**src/rtl/mips_instr_encoder.sv**
```systemverilog
// MIPS instruction encoder/loader: encodes mnemonic + fields and streams words into imem.
// Optional ENC_CHECKSUM_EN adds a running XOR checksum of every written word.
module mips_instr_encoder #(
  parameter int ADDR_W    = 6,
  parameter int DEPTH     = 64,
  parameter int BASE_ADDR = 0
) (
  input  logic              clk,
  input  logic              reset,
  input  logic              in_valid,
  output logic              in_ready,
  input  logic [3:0]        mnem,
  input  logic [4:0]        rs,
  input  logic [4:0]        rt,
  input  logic [4:0]        rd,
  input  logic [25:0]       imm,
  output logic              imem_we,
  output logic [ADDR_W-1:0] imem_addr,
  output logic [31:0]       imem_wdata,
  output logic              err_illegal,
  output logic              full,
  output logic [ADDR_W:0]   count
`ifdef ENC_CHECKSUM_EN
  ,
  output logic [31:0]       checksum
`endif
);

  // state | meaning
  // IDLE  | ready for a request
  // WRITE | strobing encoded word into imem
  // ERR   | pulsing err_illegal for a rejected mnemonic
  // FULL  | DEPTH words written, absorbing until reset
  typedef enum logic [1:0] {S_IDLE, S_WRITE, S_ERR, S_FULL} state_t;

  localparam logic [ADDR_W-1:0] BASE     = ADDR_W'(BASE_ADDR);
  localparam logic [ADDR_W:0]   LAST_CNT = (ADDR_W + 1)'(DEPTH - 1);

  state_t            state_q, state_d;
  logic              ready_q, ready_d;
  logic              we_q, we_d;
  logic              err_q, err_d;
  logic              full_q, full_d;
  logic [ADDR_W-1:0] addr_q, addr_d;
  logic [ADDR_W:0]   count_q, count_d;
  logic [31:0]       wdata_q, wdata_d;
  logic [31:0]       enc_word;
  logic              enc_legal;
  logic              accept;

  always_comb begin
    enc_word  = 32'h0;
    enc_legal = 1'b1;
    case (mnem)
      4'd0:    enc_word = {6'h00, rs, rt, rd, 5'd0, 6'h20};
      4'd1:    enc_word = {6'h00, rs, rt, rd, 5'd0, 6'h22};
      4'd2:    enc_word = {6'h00, rs, rt, rd, 5'd0, 6'h24};
      4'd3:    enc_word = {6'h00, rs, rt, rd, 5'd0, 6'h25};
      4'd4:    enc_word = {6'h00, rs, rt, rd, 5'd0, 6'h2A};
      4'd5:    enc_word = {6'h23, rs, rt, imm[15:0]};
      4'd6:    enc_word = {6'h2B, rs, rt, imm[15:0]};
      4'd7:    enc_word = {6'h04, rs, rt, imm[15:0]};
      4'd8:    enc_word = {6'h08, rs, rt, imm[15:0]};
      4'd9:    enc_word = {6'h02, imm};
      4'd10:   enc_word = {6'h0C, rs, rt, imm[15:0]};
      4'd11:   enc_word = {6'h0D, rs, rt, imm[15:0]};
      default: enc_legal = 1'b0;
    endcase
  end

  assign accept = in_valid & ready_q;

  always_comb begin
    state_d = state_q;
    ready_d = ready_q;
    we_d    = 1'b0;
    err_d   = 1'b0;
    full_d  = full_q;
    addr_d  = addr_q;
    count_d = count_q;
    wdata_d = wdata_q;
    case (state_q)
      S_IDLE: begin
        if (accept) begin
          ready_d = 1'b0;
          if (enc_legal) begin
            state_d = S_WRITE;
            we_d    = 1'b1;
            wdata_d = enc_word;
          end else begin
            state_d = S_ERR;
            err_d   = 1'b1;
          end
        end
      end
      S_WRITE: begin
        addr_d  = addr_q + ADDR_W'(1);
        count_d = count_q + (ADDR_W + 1)'(1);
        if (count_q == LAST_CNT) begin
          state_d = S_FULL;
          full_d  = 1'b1;
          ready_d = 1'b0;
        end else begin
          state_d = S_IDLE;
          ready_d = 1'b1;
        end
      end
      S_ERR: begin
        state_d = S_IDLE;
        ready_d = 1'b1;
      end
      default: begin
        ready_d = 1'b0;
        full_d  = 1'b1;
      end
    endcase
  end

`ifdef ENC_CHECKSUM_EN
  logic [31:0] sum_q, sum_d;

  always_comb begin
    sum_d = sum_q;
    if (state_q == S_WRITE) sum_d = sum_q ^ wdata_q;
  end

  assign checksum = sum_q;
`endif

  always_ff @(posedge clk) begin
    if (reset) begin
      state_q <= S_IDLE;
      ready_q <= 1'b1;
      we_q    <= 1'b0;
      err_q   <= 1'b0;
      full_q  <= 1'b0;
      addr_q  <= BASE;
      count_q <= '0;
      wdata_q <= 32'h0;
`ifdef ENC_CHECKSUM_EN
      sum_q   <= 32'h0;
`endif
    end else begin
      state_q <= state_d;
      ready_q <= ready_d;
      we_q    <= we_d;
      err_q   <= err_d;
      full_q  <= full_d;
      addr_q  <= addr_d;
      count_q <= count_d;
      wdata_q <= wdata_d;
`ifdef ENC_CHECKSUM_EN
      sum_q   <= sum_d;
`endif
    end
  end

  // Reset during a WRITE cycle must suppress the strobe already on the wire.
  assign imem_we     = we_q & ~reset;
  assign in_ready    = ready_q;
  assign imem_addr   = addr_q;
  assign imem_wdata  = wdata_q;
  assign err_illegal = err_q;
  assign full        = full_q;
  assign count       = count_q;

endmodule

```
**config.mk**
```make
export PLATFORM = sky130hd
export DESIGN_NAME = mips_instr_encoder
export DESIGN_NICKNAME = d
export VERILOG_FILES = /design/src/rtl/mips_instr_encoder.sv
export SDC_FILE = /design/constraint.sdc
export NUM_CORES = 1
export LEC_CHECK = 0
export BUFFER_PORTS_ARGS = -buffer_cell sky130_fd_sc_hd__buf_2
export CORE_UTILIZATION = 35
export DETAILED_ROUTE_END_ITERATION = 16
export SLEW_MARGIN = 30
export SYNTH_ARGS = -nofsm -noshare
export SYNTH_HDL_FRONTEND = slang
export SYNTH_SLANG_ARGS = --single-unit
```
**constraint.sdc**
```tcl
create_clock -name clk -period 3.12 [get_ports clk]
set_clock_uncertainty 0.15 [all_clocks]
set_input_delay 0.312 -clock clk [delete_from_list [all_inputs] [get_ports clk]]
set_output_delay 0.312 -clock clk [all_outputs]
set_load 0.02 [all_outputs]
```
# == Word level (Yosys, flattened, before mapping) ==
# Index checks and enable logic that the tools add are counted.
# classes
div_mod_pow,0
multipliers,0
n_bitwise,6
add_sub_neg,2
n_lt_le_gt_ge,0
reduce_logical,9
shifts,0
mux,13
n_eq_ne,16
# op_table
operator,count
$pmux 32 s12,1
$eq 4x3->1 const B,4
$eq 4x4->1 const B,4
$reduce_or 12->1,1
$eq 4x2->1 const B,2
$add 7x1->7 const B,1
$eq 7x6->1 const B,1
$add 6x1->6 const B,1
$mux 1,6
$mux 2,3
$pmux 2 s3,1
$eq 4x1->1 const B,1
$logic_not 4->1,1
$ne 2x2->1 const B,2
$not 1->1,4
$reduce_and 2->1,2
$pmux 1 s3,1
$reduce_and 3->1,1
$reduce_bool 3->1,1
$reduce_or 3->1,1
$and 1x1->1,2
$eq 2x1->1 const B,1
$eq 2x2->1 const B,1
$logic_not 2->1,1
other kinds (2),2
# word_totals
latchBits,0
output_inout_bits,49
mem_bits_rw,0
reg_bits,51
in_bits,48
mem_count,0
elab_cells,54
mem_bits_ro,0

# == Depth between registers and ports, before layout ==
# logic_depth
depth_word,6
mapped_depth,8
depth_no_buf,6

# == Worst setup path after synthesis ==
# No wires, ideal clock.
# synth_timing
kind,flip-flop to flip-flop
start,register state_q[0]
end,"register wdata_q[11], in the netlist imem_wdata[11]"
n_path_buf,1
setup_time_ns,0.128
stages_incl_launch_ff,8
arrival_time_ns,1.404
slack_ns,1.439
path_cell_list,dfxtp_1 > inv_1 > ha_1 > and3_1 > buf_4 > and3_1 > a222oi_1 > nor2_1
# synth_via
elab_chain_cells,2
# synth_rtl
item,line_no,rtl
"start, declared",39,"state_t state_q, state_d;"
"start signal, assigned",144,state_q <= state_d;
$logic_not 2->1,82,case (state_q)
$reduce_and 3->1 (no source line),n/a,
"end signal, assigned",151,wdata_q <= wdata_d;
"end, declared",46,"logic [31:0] wdata_q, wdata_d;"
# Every way passes these cells.
# A chain may end at the register's enable or synchronous reset.

# == Final worst setup path ==
# layout_timing
start,register state_q[0]
end,"register wdata_q[14], in the netlist imem_wdata[14]"
# The elaborated chain is that of the path after synthesis.

==> impl_metrics.csv <==
group,metric,value,unit
cells_and_area,syn_to_final_growth,21.81,%
grt,grt_overflow,0,
routing,via_per_inst,4.865,
worst_setup_path,critPathKind,"flop to flop",
worst_setup_path,r2r-end,"imem_wdata[14]",
flow_run,max-cap-violations,0,
cells_and_area,multi_input_area,1285,um^2
routing,wl_per_cell,12.74,um
worst_setup_path,rr_worst_depth,6,
floorplanning,dieArea,7371,um^2
routing,wl_met1,2.469,mm
cts,hold_buffers,0,
cells_and_area,seqCellArea,1001,um^2
cts,post_cts_buffers,0,
grt,grt_util_all_layers,15.19,%
worst_hold_path,min-delay-start,"imm[4]",
grt,grt_pass1_wl,8.894,mm
floorplanning,start_util,36.22,%
synth,async_flop_share,0,%
timing,tns,0,ns
synth,yosysUniqueCellTypes,51,
cts,post_cts_resized,0,
worst_setup_path,cp-end-kind,"flop",
synth,synthCells,250,
outcome,status,"completed",
synth,synth.avg_cell_area,9.844,um^2
worst_setup_path,arrival,2.05,ns
cts,numCtsBuffers,5,
floorplanning,die_h,85.86,um
placement,dp_cells,423,
worst_setup_path,reg2reg_slack,1.11,ns
placement,port_buffers,95,
synth,synth-seq-cells,50,
placement,place_congestion,0.7459,
timing,setup_viol,0,
cts,clock_path_buffers,2,
cells_and_area,final_common_cell,"buf_2",
grt,grt_max_degree,28,
worst_setup_path,crit_fanout,27,
floorplanning,ios,97,
timing,fin_crit,2.006,ns
cts,htreeDepth,2,
worst_hold_path,hp-class,"primary input to flop",
worst_hold_path,whs_path_depth,3,
worst_setup_path,startpoint,"state_q[0]",
grt,antenna_found_initial,0,
cts,clock_latency,0.30,ns
grt,first_global_vias,1901,
routing,first_pass_iters,4,
cells_and_area,diodes,0,
worst_setup_path,crit_chain,"inv_1 > ha_1 > and3_1 > nand2_4 > a222oi_1 > nor2_1",
synth,syn_nets,303,
routing,highest_layer,"met4",
routing,vias,2092,
routing,ant_nets,0,
worst_setup_path,crit_path_top_delay_cell,"a222oi_1",
cts,clk_pin_slew,0.09,ns
cells_and_area,drive_above_1_share,42.81,%
cells_and_area,layout.nets,387,
worst_setup_path,worstSetupStartpointType,"flop",
worst_hold_path,hold_end,"imem_wdata[4]",
timing,min_period_over_period,64.29,%
placement,dpl.hpwl,3.992,mm
timing,final.setup.worst_slack,1.114,ns
floorplanning,die_w,85.86,um
routing,wirelength,5.478,mm
timing,clock.fmax,498.5,MHz
worst_setup_path,cp.required,3.16,ns
synth,ys_warn_count,0,
cells_and_area,n_fill_cell,690,
timing,tightest_slew,0.6800,ns
timing,max-slew-margin-rel,54.52,%
routing,first_iter_violations,69,
worst_setup_path,crit_buf_inv,1,
worst_setup_path,cpLargestDelayFamily,"simple AND/OR/NAND/NOR gates",
pwr,p_leak,1.352,nW
synth,synth_edf_count,0,
floorplanning,rows,30,
cts,cts_root_buf,"clkbuf_8",
routing,wl_met2,2.571,mm
synth,ys_seq_area_share,40.67,%
cells_and_area,mostFrequentLayoutCells,"95 x buf_2, 50 x dfxtp_1, 48 x nor2_1, 13 x nor3_2, 11 x a221oi_2",
timing,drv_slew,0,
cells_and_area,finalNonFillerCells,430,
routing,met3_length,356,um
pwr,p_per_area,632.4,nW/um^2
worst_setup_path,slowest_delay,0.41,ns
worst_setup_path,reg2reg_from,"state_q[0]",
synth,netlist_area,2461,um^2
timing,rsz0062_at_grt,"no",
routing,post-route-drc-count,0,
floorplanning,core_area,6794,um^2
pwr,worst_ir_drop_vdd,0.3019,mV
cts,cts_tree,"done",
synth,synth-main-ff-cell,"dfxtp_1",
cells_and_area,fin_util,44.13,%
cts,cts.sinks,50,
placement,post-place-ws,1.113,ns
timing,finalHoldViolations,0,
[tightest hold or removal path: cells and delay by family]
kind	cells	cell delay, ns
AO/OA/AOI/OAI	1	0.05
AND/OR/NAND/NOR	1	0.07
buffers and inverters	1	0.07
[through the flow]
step	cell area [um^2]	total power [W]	hold slack [ns]
6_report	2998	0.001896	0.09629
5_1_grt	2998	0.002036	0.08528
4_1_cts	2998	0.001929	0.08884
3_5_place_dp	2918	0.001562	0.3248
3_3_place_gp	2918	0.001548	0.3013
2_1_floorplan	2461	0.001382	0.3078
[power by group]
part / switching [W] / leakage, nW / internal [W]
registers: 0.0000631 / 0.408 / 0.000747
clock network: 0.000207 / 0.0373 / 0.000154
logic: 0.000455 / 0.907 / 0.000269
total: 0.000726 / 1.35 / 0.00117
[routing by layer]
layer / vias up / track usage, %
met1: 956 / 19.11
met3: 9 / 4.139
met5: - / 0
li1: 1054 / -
met4: 0 / 5.000
met2: 73 / 25.24
[final cells by class]
class	count	area share (%)
repair buffers	96	16.11
clock buffers	6	2.421
clock inverters	1	0.2504
flip-flops and latches	50	33.39
multi-input cells	174	42.86
well taps	96	4.007
inverters	7	0.9599
[state kept, by name, indices dropped and copies added (netlist names)]
signal       cells
count            7
err_illegal      1
full             1
imem_addr        6
imem_wdata      31
in_ready         1
state_q          2
we_q             1
[cells by family (layout without fill, tap and decap cells)]
logic type / count (synthesis) / count (layout) / synth area share, %
flops: 50 / 50 / 40.67
fa+ha+maj: 5 / 5 / 2.542
xor+xnor: 8 / 8 / 2.847
buf+inv: 26 / 110 / 7.118
simple gates: 100 / 100 / 23.44
compound gates: 57 / 57 / 22.01
other cells: 1 / 1 / 0.1524
mux: 3 / 3 / 1.220
[worst max path at each step]
stage,cells past startpoint,to
2_1_floorplan,7,imem_wdata[11]
3_3_place_gp,6,imem_wdata[15]
3_5_place_dp,6,imem_wdata[13]
4_1_cts,6,imem_wdata[14]
5_1_grt,6,imem_wdata[11]
6_report,6,imem_wdata[14]
[synthesized netlist by cell type (2+ instances only)]
library cell / count / area (um^2)
dfxtp_1: 50 / 1001
nor2_1: 48 / 180.2
nor3_2: 13 / 130.1
a221oi_2: 11 / 165.2
a22oi_1: 8 / 60.06
buf_6: 7 / 78.83
nand2_1: 7 / 26.28
a21oi_1: 6 / 30.03
o21ai_0: 6 / 30.03
xor2_1: 6 / 52.55
a21o_1: 5 / 37.54
a222oi_1: 5 / 50.05
buf_4: 5 / 37.54
ha_1: 5 / 62.56
inv_1: 5 / 18.77
nand4_1: 5 / 31.28
nor2b_1: 5 / 31.28
clkbuf_1: 4 / 15.01
nor3_1: 4 / 20.02
a211oi_2: 3 / 37.54
buf_2: 3 / 15.01
mux2i_1: 3 / 30.03
or3_1: 3 / 18.77
and3_1: 2 / 12.51
nand2_4: 2 / 22.52
nand3b_1: 2 / 15.01
o2bb2ai_1: 2 / 17.52
xnor2_1: 2 / 17.52
Note: power is estimated with default switching activity, not from simulation.
